### src/rtl/ram_arbiter_if.sv
// Bus bundle between the fetch/data requesters, the ram_arbiter and the RAM model.
// The arbiter takes the slave view; the requester/RAM environment takes the master view.
interface ram_arbiter_if #(
   parameter int WORD_W = 32
);
   logic              iREN;
   logic [WORD_W-1:0] iaddr;
   logic              iwait;
   logic [WORD_W-1:0] iload;

   logic              dREN;
   logic              dWEN;
   logic              datomic;
   logic [WORD_W-1:0] daddr;
   logic [WORD_W-1:0] dstore;
   logic              dwait;
   logic [WORD_W-1:0] dload;

   logic              ramREN;
   logic              ramWEN;
   logic [WORD_W-1:0] ramaddr;
   logic [WORD_W-1:0] ramstore;
   logic [WORD_W-1:0] ramload;
   logic              ram_ready;

   modport slave (
      input  iREN, iaddr, dREN, dWEN, datomic, daddr, dstore, ramload, ram_ready,
      output iwait, iload, dwait, dload, ramREN, ramWEN, ramaddr, ramstore
   );

   modport master (
      output iREN, iaddr, dREN, dWEN, datomic, daddr, dstore, ramload, ram_ready,
      input  iwait, iload, dwait, dload, ramREN, ramWEN, ramaddr, ramstore
   );
endinterface

### src/rtl/ram_arbiter.sv
// Shares the single-ported RAM between instruction fetch and data access, alternating
// priority under contention, and holds the LL/SC reservation.
module ram_arbiter #(
   parameter int WORD_W = 32
) (
   input  logic         CLK,
   input  logic         RST,
   ram_arbiter_if.slave bus
);

   typedef enum logic [1:0] {
      IDLE,
      IACC,
      DACC,
      SCFAIL
   } state_t;

   state_t            state;
   state_t            next_state;
   logic              last_d;
   logic              link_valid;
   logic [WORD_W-1:0] link_addr;

   logic              dreq;
   logic              sc_fail;
   logic              i_done;
   logic              d_done;

   assign dreq    = bus.dREN | bus.dWEN;
   // An SC can only succeed while the reservation still covers its address.
   assign sc_fail = bus.dWEN & bus.datomic & (~link_valid | (link_addr != bus.daddr));

   always_comb begin
      // NOTE: every output gets a default first so no latch is inferred on any path.
      next_state   = state;
      i_done       = 1'b0;
      d_done       = 1'b0;
      bus.iwait    = 1'b1;
      bus.iload    = '0;
      bus.dwait    = 1'b1;
      bus.dload    = '0;
      bus.ramREN   = 1'b0;
      bus.ramWEN   = 1'b0;
      bus.ramaddr  = '0;
      bus.ramstore = '0;

      unique case (state)
         IDLE: begin
            if (dreq && sc_fail)                    next_state = SCFAIL;
            else if (dreq && (!bus.iREN || !last_d)) next_state = DACC;
            else if (bus.iREN)                      next_state = IACC;
         end

         IACC: begin
            bus.ramREN  = bus.iREN;
            bus.ramaddr = bus.iaddr;
            if (!bus.iREN) begin
               next_state = IDLE;
            end else if (bus.ram_ready) begin
               i_done     = 1'b1;
               bus.iwait  = 1'b0;
               bus.iload  = bus.ramload;
               next_state = IDLE;
            end
         end

         DACC: begin
            bus.ramREN   = bus.dREN;
            bus.ramWEN   = bus.dWEN;
            bus.ramaddr  = bus.daddr;
            bus.ramstore = bus.dstore;
            if (!dreq) begin
               next_state = IDLE;
            end else if (bus.ram_ready) begin
               d_done     = 1'b1;
               bus.dwait  = 1'b0;
               next_state = IDLE;
               if (bus.dWEN && bus.datomic) bus.dload = WORD_W'(1);
               else if (bus.dREN)           bus.dload = bus.ramload;
            end
         end

         SCFAIL: begin
            d_done     = 1'b1;
            bus.dwait  = 1'b0;
            next_state = IDLE;
         end

         default: next_state = IDLE;
      endcase
   end

   always_ff @(posedge CLK) begin
      // NOTE: non-blocking assignments so every register updates from pre-edge values.
      if (RST) begin
         state      <= IDLE;
         last_d     <= 1'b0;
         link_valid <= 1'b0;
         link_addr  <= '0;
      end else begin
         state <= next_state;
         if (i_done) last_d <= 1'b0;
         if (d_done) last_d <= 1'b1;

         if (state == SCFAIL) begin
            link_valid <= 1'b0;
         end else if (d_done) begin
            if (bus.dREN && bus.datomic) begin
               link_valid <= 1'b1;
               link_addr  <= bus.daddr;
            end else if (bus.dWEN && (bus.datomic || bus.daddr == link_addr)) begin
               link_valid <= 1'b0;
            end
         end
      end
   end

endmodule
### src/flat_wrapper.sv
// flat-port wrapper written by rule: the top's interface ports become plain ports
module ram_arbiter_flat 
#(
   parameter int WORD_W = 32
)
  (CLK, RST, bus_iREN, bus_iaddr, bus_dREN, bus_dWEN, bus_datomic, bus_daddr, bus_dstore, bus_ramload, bus_ram_ready, bus_iwait, bus_iload, bus_dwait, bus_dload, bus_ramREN, bus_ramWEN, bus_ramaddr, bus_ramstore);
  ram_arbiter_if #(.WORD_W(WORD_W)) bus_i ();
  input  logic CLK;
  input  logic RST;
  input wire logic [$bits(bus_i.iREN)-1:0] bus_iREN;
  input wire logic [$bits(bus_i.iaddr)-1:0] bus_iaddr;
  input wire logic [$bits(bus_i.dREN)-1:0] bus_dREN;
  input wire logic [$bits(bus_i.dWEN)-1:0] bus_dWEN;
  input wire logic [$bits(bus_i.datomic)-1:0] bus_datomic;
  input wire logic [$bits(bus_i.daddr)-1:0] bus_daddr;
  input wire logic [$bits(bus_i.dstore)-1:0] bus_dstore;
  input wire logic [$bits(bus_i.ramload)-1:0] bus_ramload;
  input wire logic [$bits(bus_i.ram_ready)-1:0] bus_ram_ready;
  output wire logic [$bits(bus_i.iwait)-1:0] bus_iwait;
  output wire logic [$bits(bus_i.iload)-1:0] bus_iload;
  output wire logic [$bits(bus_i.dwait)-1:0] bus_dwait;
  output wire logic [$bits(bus_i.dload)-1:0] bus_dload;
  output wire logic [$bits(bus_i.ramREN)-1:0] bus_ramREN;
  output wire logic [$bits(bus_i.ramWEN)-1:0] bus_ramWEN;
  output wire logic [$bits(bus_i.ramaddr)-1:0] bus_ramaddr;
  output wire logic [$bits(bus_i.ramstore)-1:0] bus_ramstore;
  assign bus_i.iREN = bus_iREN;
  assign bus_i.iaddr = bus_iaddr;
  assign bus_i.dREN = bus_dREN;
  assign bus_i.dWEN = bus_dWEN;
  assign bus_i.datomic = bus_datomic;
  assign bus_i.daddr = bus_daddr;
  assign bus_i.dstore = bus_dstore;
  assign bus_i.ramload = bus_ramload;
  assign bus_i.ram_ready = bus_ram_ready;
  assign bus_iwait = bus_i.iwait;
  assign bus_iload = bus_i.iload;
  assign bus_dwait = bus_i.dwait;
  assign bus_dload = bus_i.dload;
  assign bus_ramREN = bus_i.ramREN;
  assign bus_ramWEN = bus_i.ramWEN;
  assign bus_ramaddr = bus_i.ramaddr;
  assign bus_ramstore = bus_i.ramstore;
  ram_arbiter #(.WORD_W(WORD_W)) u_core (.CLK(CLK), .RST(RST), .bus(bus_i));
endmodule
### config.mk
export PLATFORM = sky130hd
export DESIGN_NAME = ram_arbiter_flat
export DESIGN_NICKNAME = d
export VERILOG_FILES = /design/src/rtl/ram_arbiter_if.sv /design/src/rtl/ram_arbiter.sv /design/src/flat_wrapper.sv
export SDC_FILE = /design/constraint.sdc
export NUM_CORES = 1
export LEC_CHECK = 0
export CAP_MARGIN = 25
export CORE_AREA = 2 2 104 106
export DETAILED_ROUTE_END_ITERATION = 16
export DIE_AREA = 0 0 106 108
export GPL_ROUTABILITY_DRIVEN = 0
export PLACE_DENSITY_LB_ADDON = 0.1
export RECOVER_POWER = 25
export SYNTH_ARGS = -nofsm -noshare
export SYNTH_HDL_FRONTEND = slang
export SYNTH_SLANG_ARGS = --single-unit
### constraint.sdc
create_clock -name CLK -period 2.3 [get_ports CLK]
set_input_delay 0.23 -clock CLK [delete_from_list [all_inputs] [get_ports CLK]]
set_output_delay 0.23 -clock CLK [all_outputs]
set_load 0.01 [all_outputs]
==> results.yml, run 1 <==
status:
  outcome: "finished clean"
die:
  core_mm2: 0.01023
  io-pin-count: 267
  die_y_um: 108
  die_w_um: 106
  rows: 37
  initial_core_util: 0.2949
  design.die.area_mm2: 0.01145
final_layout:
  diodes: 0
  final_area_mm2: 0.005991
  area_growth_pct: 98.59
  fin_util: 0.5855
  drive_gt1_frac: 0.04586
  num-nets-final: 816
  final.fill_count: 920
grt:
  grt_pass1_vias: 3696
  antenna_found_initial: 0
  grt_pass1_wl_mm: 18.74
  grt_max_degree: 33
  overflow: 0
  track_usage: 0.2018
sta:
  finalCritPeriodShare: 0.9621
  rsz0062_at_grt: "yes"
  max_freq_ghz: 0.4519
  tightest_slew_ps: 735.7
  slew_viol_final: 0
  period_minus_slack_ps: 2213
  maxSlewHeadroom: 0.5085
  finalSetupViolCount: 0
  finClkSkew_ps: 6.651
  hold_violations: 0
power:
  p_clk_frac: 0.194
  swShare: 0.3064
  combinationalPowerShare: 0.495
  pwr-share-seq: 0.312
  irDropWorstVdd_mv: 0.2687
  intPower_w: 0.001469
  power_switching_w: 0.0006490
  p_leak_nw: 2.700
  powerDensity_mw_per_mm2: 353.6
cts:
  clkTransAtPathRegs_ps: 70
  cts_buffers: 5
  root_buffer: "clkbuf_8"
  clk_latency_ps: 280
  cts_sinks: 36
  htreeDepth: 2
  ctsHoldBuffers: 0
  tritoncts: "done"
  cts_buffer_depth: 2
worst_setup_path:
  worst_r2r_endpoint: "u_core.link_addr[13]"
  critPathSlowestCell: "clkdlybuf4s50_1"
  crit_path_max_incr_delay_ps: 560
  arrival_ps: 1980
  worstSetupPathType: "flop to primary output"
  crit_end: "bus_ramaddr[2]"
  r2r_slack_ps: 270
  worstSetupStartpoint: "u_core.state[1]"
  worst_setup_path_end_kind: "primary output"
  cp.required_ps: 2070
  worstPathMaxFanout: 26
  rr_startpoint: "u_core.state[0]"
  start_kind: "flop"
  r2r_cells: 6
  path_cells: "inv_1 > ha_1 > buf_12 > nor2b_1 > clkdlybuf4s50_1"
placement:
  place_area_mm2: 0.005851
  dp_hpwl_mm: 9.871
  io_buffers: 266
synth:
  netlist.area_leader.share: 0.2389
  ys_types: 35
  ys.flop_type: "dfxtp_1"
  synth.most_common_cell: "and2_1"
  synth_area_mm2: 0.003017
  ys_seq_area_frac: 0.2389
  yosys_warnings: 0
  syn_inst: 421
  syn_avg_cell_area_um2: 7.165
  ys_top_cells_by_count: "and2_1 (96), nand2_1 (76), a21oi_1 (36), dfxtp_1 (36), nor2b_1 (34)"
  synth_enable_flop_cells: 0
  yosysTopAreaCell: "dfxtp_1"
  ys_top_cells_by_area: "dfxtp_1 (24%), and2_1 (20%), nand2_1 (9.5%)"
  ys_ff_latch: 36
  ys_async_sr_fraction: 0
  syn_nets: 561
job:
  max_cap_violations: 0
routing:
  routed_wl_mm: 12.08
  drt_iter0_drc: 156
  wl_per_cell_um: 14.87
  drtAntennaViolNets: 0
  drc_errors: 0
  first_pass_iters: 4
  avgViaCountPerCell: 4.617
  vias: 3749
worst_hold_path:
  worstHoldStart: "u_core.link_addr[0]"
  hp-class: "flop to flop"
==> area by class of cell <==
cell class,instances,area (um2),area share
timing repair buffer,280,2856,0.4768
multi-input combinational,348,2146,0.3582
sequential,36,721.9,0.1205
tap,136,170.2,0.02840
clock buffer,6,72.57,0.01211
inverter,5,18.77,0.003133
clock inverter,1,5.005,0.0008354
==> worst min-delay path by stage <==
| stage | endpoint | depth (start not counted) | slack [ps] |
|---|---|---|---|
| finish | u_core.link_addr[0] | 2 | 470 |
| floorplan | u_core.link_addr[0] | 2 | 370 |
| global placement | u_core.link_addr[2] | 2 | 450 |
| CTS | u_core.link_addr[3] | 2 | 470 |
| global route | u_core.link_addr[14] | 2 | 480 |
| detailed placement | u_core.link_addr[9] | 2 | 460 |
==> sequential cells by signal, summed over array words and instances (netlist names) <==
signal and count:
u_core.state 2, u_core.link_addr 32, u_core.last_d 1, u_core.link_valid 1
==> power by group through the flow <==
stage | clock network (W) | registers [W] | logic [W]
global route | 0.000456 | 0.000662 | 0.00113
global placement | 0 | 0.000672 | 0.00103
CTS | 0.000425 | 0.000660 | 0.00105
detailed placement | 0 | 0.000673 | 0.00104
floorplan | 0 | 0.000671 | 0.000430
finish | 0.000410 | 0.000660 | 0.00105
==> layout by cell type, fill, tap and decap left out, drive strengths merged, types with 2 or more instances in the layout <==
| cell | n |
|---|---|
| a211oi | 2 |
| a21oi | 36 |
| a22oi | 32 |
| a41oi | 2 |
| and2 | 97 |
| and3 | 2 |
| buf | 14 |
| clkbuf | 6 |
| clkdlybuf4s50 | 214 |
| dfxtp | 36 |
| dlygate4sd2 | 30 |
| dlymetal6s2s | 21 |
| ha | 5 |
| inv | 5 |
| nand2 | 76 |
| nand2b | 2 |
| nand4 | 2 |
| nor2 | 5 |
| nor2b | 35 |
| nor4 | 8 |
| o21ai | 2 |
| xor2 | 32 |
==> critical path: cells and delay by family (launching register included) <==
kind,cells,cell delay [ps]
fa+ha+maj,1,350
buf+inv,3,840
flops,1,370
simple gates,1,140
==> per-layer routing <==
layer  track usage  vias up  wire [um]
met2        0.3894      155       6309
li1              -     1903          -
met5             0        -          0
met3       0.04882       18        832
met1        0.2189     1673       4695
met4       0.05639        0        240
==> metrics by stage <==
stage               setup WS (ps)  total power (W)  hold slack [ps]  std cells  setup TNS, ps
floorplan                   548.9         0.001101            366.0        421              0
global placement            130.9         0.001706            453.2        805              0
detailed placement          70.01         0.001718            458.4        805              0
CTS                        -12.90         0.002135            468.3        812         -12.90
global route               -5.274         0.002247            483.4        812         -5.274
finish                      87.28         0.002118            465.4        812              0
==> cell families (layout without fill, tap and decap cells) <==
group                    count (synthesis)  after routing  share of synthesized area
flip-flops                              36             36                     0.2389
XOR/XNOR                                32             32                    0.09291
AO/OA/AOI/OAI                           81             81                     0.1754
AND/OR/NAND/NOR                        230            230                     0.4139
adder cells (fa/ha/maj)                  5              5                    0.02074
buffers and inverters                   37            292                    0.05806
==> what timing repair did <==
item,in CTS,in global routing
setup buffers,0,0
endpoints found under the setup margin,110,88
gates resized for setup,38,25
Note: power is estimated with default switching activity, not from simulation.
==> run 2: changes to the inputs <==
Settings changed: CTS_CLUSTER_SIZE set to 20.
Clock period 2.3 ns to 2.05 ns, I/O delays scaled along.
==> results.yml, run 2 (synthesis gave the netlist of run 1 again) <==
cts:
  clkTransAtPathRegs_ps: 80
  cts_sinks: 36
  root_buffer: "clkbuf_8"
  tritoncts: "done"
  clk_latency_ps: 290
  htreeDepth: 2
  cts_buffers: 5
  cts_post_setup_buffers_inserted: 0
  ctsHoldBuffers: 0
  cts_buffer_depth: 2
routing:
  first_pass_iters: 4
  wl_per_cell_um: 15.62
  drc_errors: 0
  drt_iter0_drc: 137
  routed_wl_mm: 12.95
  drtAntennaViolNets: 0
  avgViaCountPerCell: 4.584
  vias: 3800
final_layout:
  diodes: 0
  drive_gt1_frac: 0.07359
  num-nets-final: 832
  final_common_cell: "clkdlybuf4s50_1"
  final_cell_mix: "clkdlybuf4s50_1 (167), and2_1 (96), nand2_1 (76), dlymetal6s2s_1 (60), a21oi_1 (36)"
  final_area_mm2: 0.006236
  area_growth_pct: 106.7
  largest_register_ffs: 32
  final.fill_count: 941
  top_regs: "u_core.link_addr (32), u_core.state (2)"
  fin_cells: 829
  seq_area_um2: 723.2
  top_register: "u_core.link_addr"
  multi_input_area_mm2: 0.002165
worst_setup_path:
  crit_family: "compound AO/OA/AOI/OAI gates"
  worstPathMaxFanout: 13
  cp_common_cell: "nand2_1"
  worstSetupPathType: "flop to flop"
  start_kind: "flop"
  cp.required_ps: 2240
  path_cells: "buf_4 > ha_2 > buf_6 > nand2_1 > a211oi_1 > nand2_1 > a311o_1 > a41oi_1"
  worst_setup_path_end_kind: "flop"
  crit_buf_inv: 2
  arrival_ps: 2190
  crit_path_max_incr_delay_ps: 340
  critPathSlowestCell: "dfxtp_2"
worst_hold_path:
  hp-class: "flop to flop"
placement:
  place_area_mm2: 0.005948
  preCtsSetupSlack_ps: -86.12
  placed_cells: 818
  dp_hpwl_mm: 10.02
  io_buffers: 266
die:
  io-pin-count: 267
  core_mm2: 0.01023
  initial_core_util: 0.2949
  rows: 37
  design.die.area_mm2: 0.01145
  die_w_um: 106
  die_y_um: 108
sta:
  fin_hold_ws_ps: 467.5
  timing.setup.tns_ps: 0
  max_freq_ghz: 0.5020
  hold_violations: 0
  period_minus_slack_ps: 1992
  tightest_slew_ps: 437.1
  fin_ws_ps: 57.88
  finalSetupViolCount: 0
  rsz0062_at_grt: "no"
  maxSlewHeadroom: 0.7080
  finClkSkew_ps: 8.373
  slew_viol_final: 0
  finalCritPeriodShare: 0.9718
job:
  max_cap_violations: 0
grt:
  grt_pass1_vias: 3489
  track_usage: 0.1945
  grt_pass1_wl_mm: 18.02
  antenna_found_initial: 0
  grt_max_degree: 50
  overflow: 0
power:
  p_leak_nw: 3.579
  irDropWorstVdd_mv: 0.3525
  powerDensity_mw_per_mm2: 406.7
status:
  outcome: "finished clean"
==> run 2: where the power goes <==
| part | switching (W) | total, W | internal, W |
|---|---|---|---|
| combinational | 0.000490 | 0.00118 | 0.000690 |
| sequential | 0.0000174 | 0.000741 | 0.000723 |
| clock | 0.000256 | 0.000616 | 0.000360 |
==> run 2: worst reg2reg max path, delay by kind of cell, from the launching register on <==
kind,cells,cell delay [ps]
AO/OA/AOI/OAI,3,820
flip-flops,1,340
buffers and inverters,2,290
AND/OR/NAND/NOR,2,220
adder cells (fa/ha/maj),1,220
==> run 2: per-stage QoR <==
step / total power [W] / utilization
after floorplan: 0.001235 / -
after global placement: 0.001937 / 0.5814
after detailed placement: 0.001955 / 0.5814
after CTS: 0.002559 / 0.5898
after global routing: 0.002681 / 0.6095
final: 0.002536 / 0.6095
==> run 2: final timing paths <==
check,slack (ps),start,cells after the start,to
setup / recovery,60,u_core.state[0],8,u_core.state[0]
hold / removal,470,u_core.link_addr[15],2,u_core.link_addr[15]
setup reg to reg,60,u_core.state[0],8,u_core.state[0]
hold reg to reg,470,u_core.link_addr[15],2,u_core.link_addr[15]
==> run 2: metal layers <==
metal | wire (um) | global-route usage | up-vias
li1 | - | - | 1938
met1 | 5071 | 0.2111 | 1695
met2 | 6908 | 0.3880 | 155
met3 | 810 | 0.03797 | 12
met4 | 155 | 0.04229 | 0
met5 | 0 | 0 | -
==> run 2: area by class of cell <==
cell class	instances	area share
sequential	36	0.1160
tap	136	0.02729
clock inverter	3	0.006822
timing repair buffer	295	0.4888
inverter	5	0.003010
multi-input combinational	349	0.3471
clock buffer	5	0.01104
==> run 2: repair_timing <==
item / in CTS / in global routing
pin swaps: 0 / 0
setup endpoints to repair: 99 / 163
gates cloned: 0 / 3
resized for setup: 22 / 96
==> run 3: changes to the inputs <==
Settings changed: CORE_AREA 2 2 104 106 to 2 2 102 104, DIE_AREA 0 0 106 108 to 0 0 104 106.
==> results.yml, run 3 (synthesis gave the netlist of run 1 again) <==
sta:
  fin_ws_ps: 58.66
  hold_violations: 0
  maxSlewHeadroom: 0.7112
  finalSetupViolCount: 0
  tightest_slew_ps: 432.3
  max_freq_ghz: 0.5022
  finClkSkew_ps: 3.966
  finalCritPeriodShare: 0.9714
  period_minus_slack_ps: 1991
  slew_viol_final: 0
  fin_hold_ws_ps: 465.9
  timing.setup.tns_ps: 0
final_layout:
  largest_register_ffs: 32
  fin_util: 0.6107
  drive_gt1_frac: 0.07257
  final_cell_mix: "clkdlybuf4s50_1 (139), and2_1 (96), nand2_1 (76), dlygate4sd2_1 (76), a21oi_1 (36)"
  diodes: 0
  top_register: "u_core.link_addr"
  num-nets-final: 828
  final_common_cell: "clkdlybuf4s50_1"
  top_regs: "u_core.link_addr (32), u_core.state (2)"
  area_growth_pct: 102.4
worst_setup_path:
  cp.required_ps: 1850
  path_cells: "inv_2 > ha_4 > and2_4 > and3_4 > buf_12 > and2_1 > dlygate4sd2_1"
  crit_buf_inv: 3
  worstSetupPathType: "flop to primary output"
  critPathSlowestCell: "dfxtp_4"
  worst_setup_path_end_kind: "primary output"
  arrival_ps: 1790
  worstPathMaxFanout: 16
  start_kind: "flop"
  r2r_slack_ps: 200
  crit_family: "simple AND/OR/NAND/NOR gates"
  crit_path_max_incr_delay_ps: 370
status:
  outcome: "finished clean"
grt:
  antenna_found_initial: 0
  grt_max_degree: 52
  grt_pass1_vias: 3617
  track_usage: 0.2118
  overflow: 0
  grt_pass1_wl_mm: 19.35
power:
  p_leak_nw: 3.102
  powerDensity_mw_per_mm2: 413.9
  irDropWorstVdd_mv: 0.3177
  total_power_w: 0.002528
cts:
  htreeDepth: 2
  tritoncts: "done"
  root_buffer: "clkbuf_8"
  cts_sinks: 36
  clkTransAtPathRegs_ps: 70
  ctsHoldBuffers: 0
  cts_buffers: 5
  clk_latency_ps: 280
  cts_post_setup_buffers_inserted: 0
  cts_buffer_depth: 2
die:
  die_w_um: 104
  rows: 37
  die_y_um: 106
  io-pin-count: 267
  initial_core_util: 0.3017
  core_mm2: 0.01000
  design.die.area_mm2: 0.01102
routing:
  avgViaCountPerCell: 4.678
  wl_per_cell_um: 15.40
  drtAntennaViolNets: 0
  first_pass_iters: 4
  routed_wl_mm: 12.71
  drt_iter0_drc: 203
  drc_errors: 0
  vias: 3859
placement:
  io_buffers: 266
  preCtsSetupSlack_ps: -85.52
  dp_hpwl_mm: 9.684
job:
  max_cap_violations: 0
worst_hold_path:
  hp-class: "flop to flop"
==> run 3: cell types whose count changed in the layout (fill, tap and decap cells not counted), moves of 2 or more <==
| cell | change |
|---|---|
| dlymetal6s4s_1 | -8 |
| clkdlybuf4s50_1 | -28 |
| clkbuf_16 | -2 |
| clkbuf_1 | -10 |
| dlymetal6s2s_1 | -32 |
| dlygate4sd2_1 | +59 |
| clkdlybuf4s15_1 | +18 |
==> run 3: per-layer routing <==
metal	wire (um)	GRT usage	vias up
li1	-	-	1928
met3	654	0.03924	12
met4	109	0.03282	0
met2	6600	0.3910	156
met5	0	0	-
met1	5344	0.2604	1763
==> run 3: cell type report <==
class	instances	area [um2]
clock inverters	3	42.54
multi-input cells	349	2182
flip-flops and latches	36	725.7
fillers	965	3892
repair buffers	291	2899
inverters	5	18.77
clock buffers	5	68.82
well taps	136	170.2
==> run 3: repair_timing <==
action | 4_1_cts | 5_1_grt
resized for setup | 118 | 52
endpoints found under the setup margin | 162 | 81
cloned | 2 | 1
hold endpoints to repair | 0 | 0
==> run 3: worst reg2reg max path, stage by stage, from the launching register on <==
cell and delay (ps):
dfxtp_4 360, inv_2 80, ha_4 160, buf_12 200, o21ai_1 100, a211oi_1 310
nand2_1 110, a311o_1 270, a41oi_1 180
==> run 3: final timing paths <==
check / startpoint / endpoint / cells past startpoint
worst max register to register: u_core.state[0] / u_core.state[0] / 8
worst min-delay path: u_core.link_addr[14] / u_core.link_addr[14] / 2
worst max-delay path: u_core.state[0] / bus_dload[27] / 7
worst min register to register: u_core.link_addr[14] / u_core.link_addr[14] / 2
==> run 3: report_power, final <==
group	total [W]	switching (W)	internal, W
Clock	0.000621	0.000261	0.000360
Combinational	0.00116	0.000496	0.000666
Sequential	0.000744	0.0000210	0.000723
==> run 3: per-stage QoR <==
stage | cell area, um2 | instances
2_1_floorplan | 3017 | 421
3_3_place_gp | 5918 | 814
3_5_place_dp | 5918 | 814
4_1_cts | 6001 | 824
5_1_grt | 6107 | 825
6_report | 6107 | 825
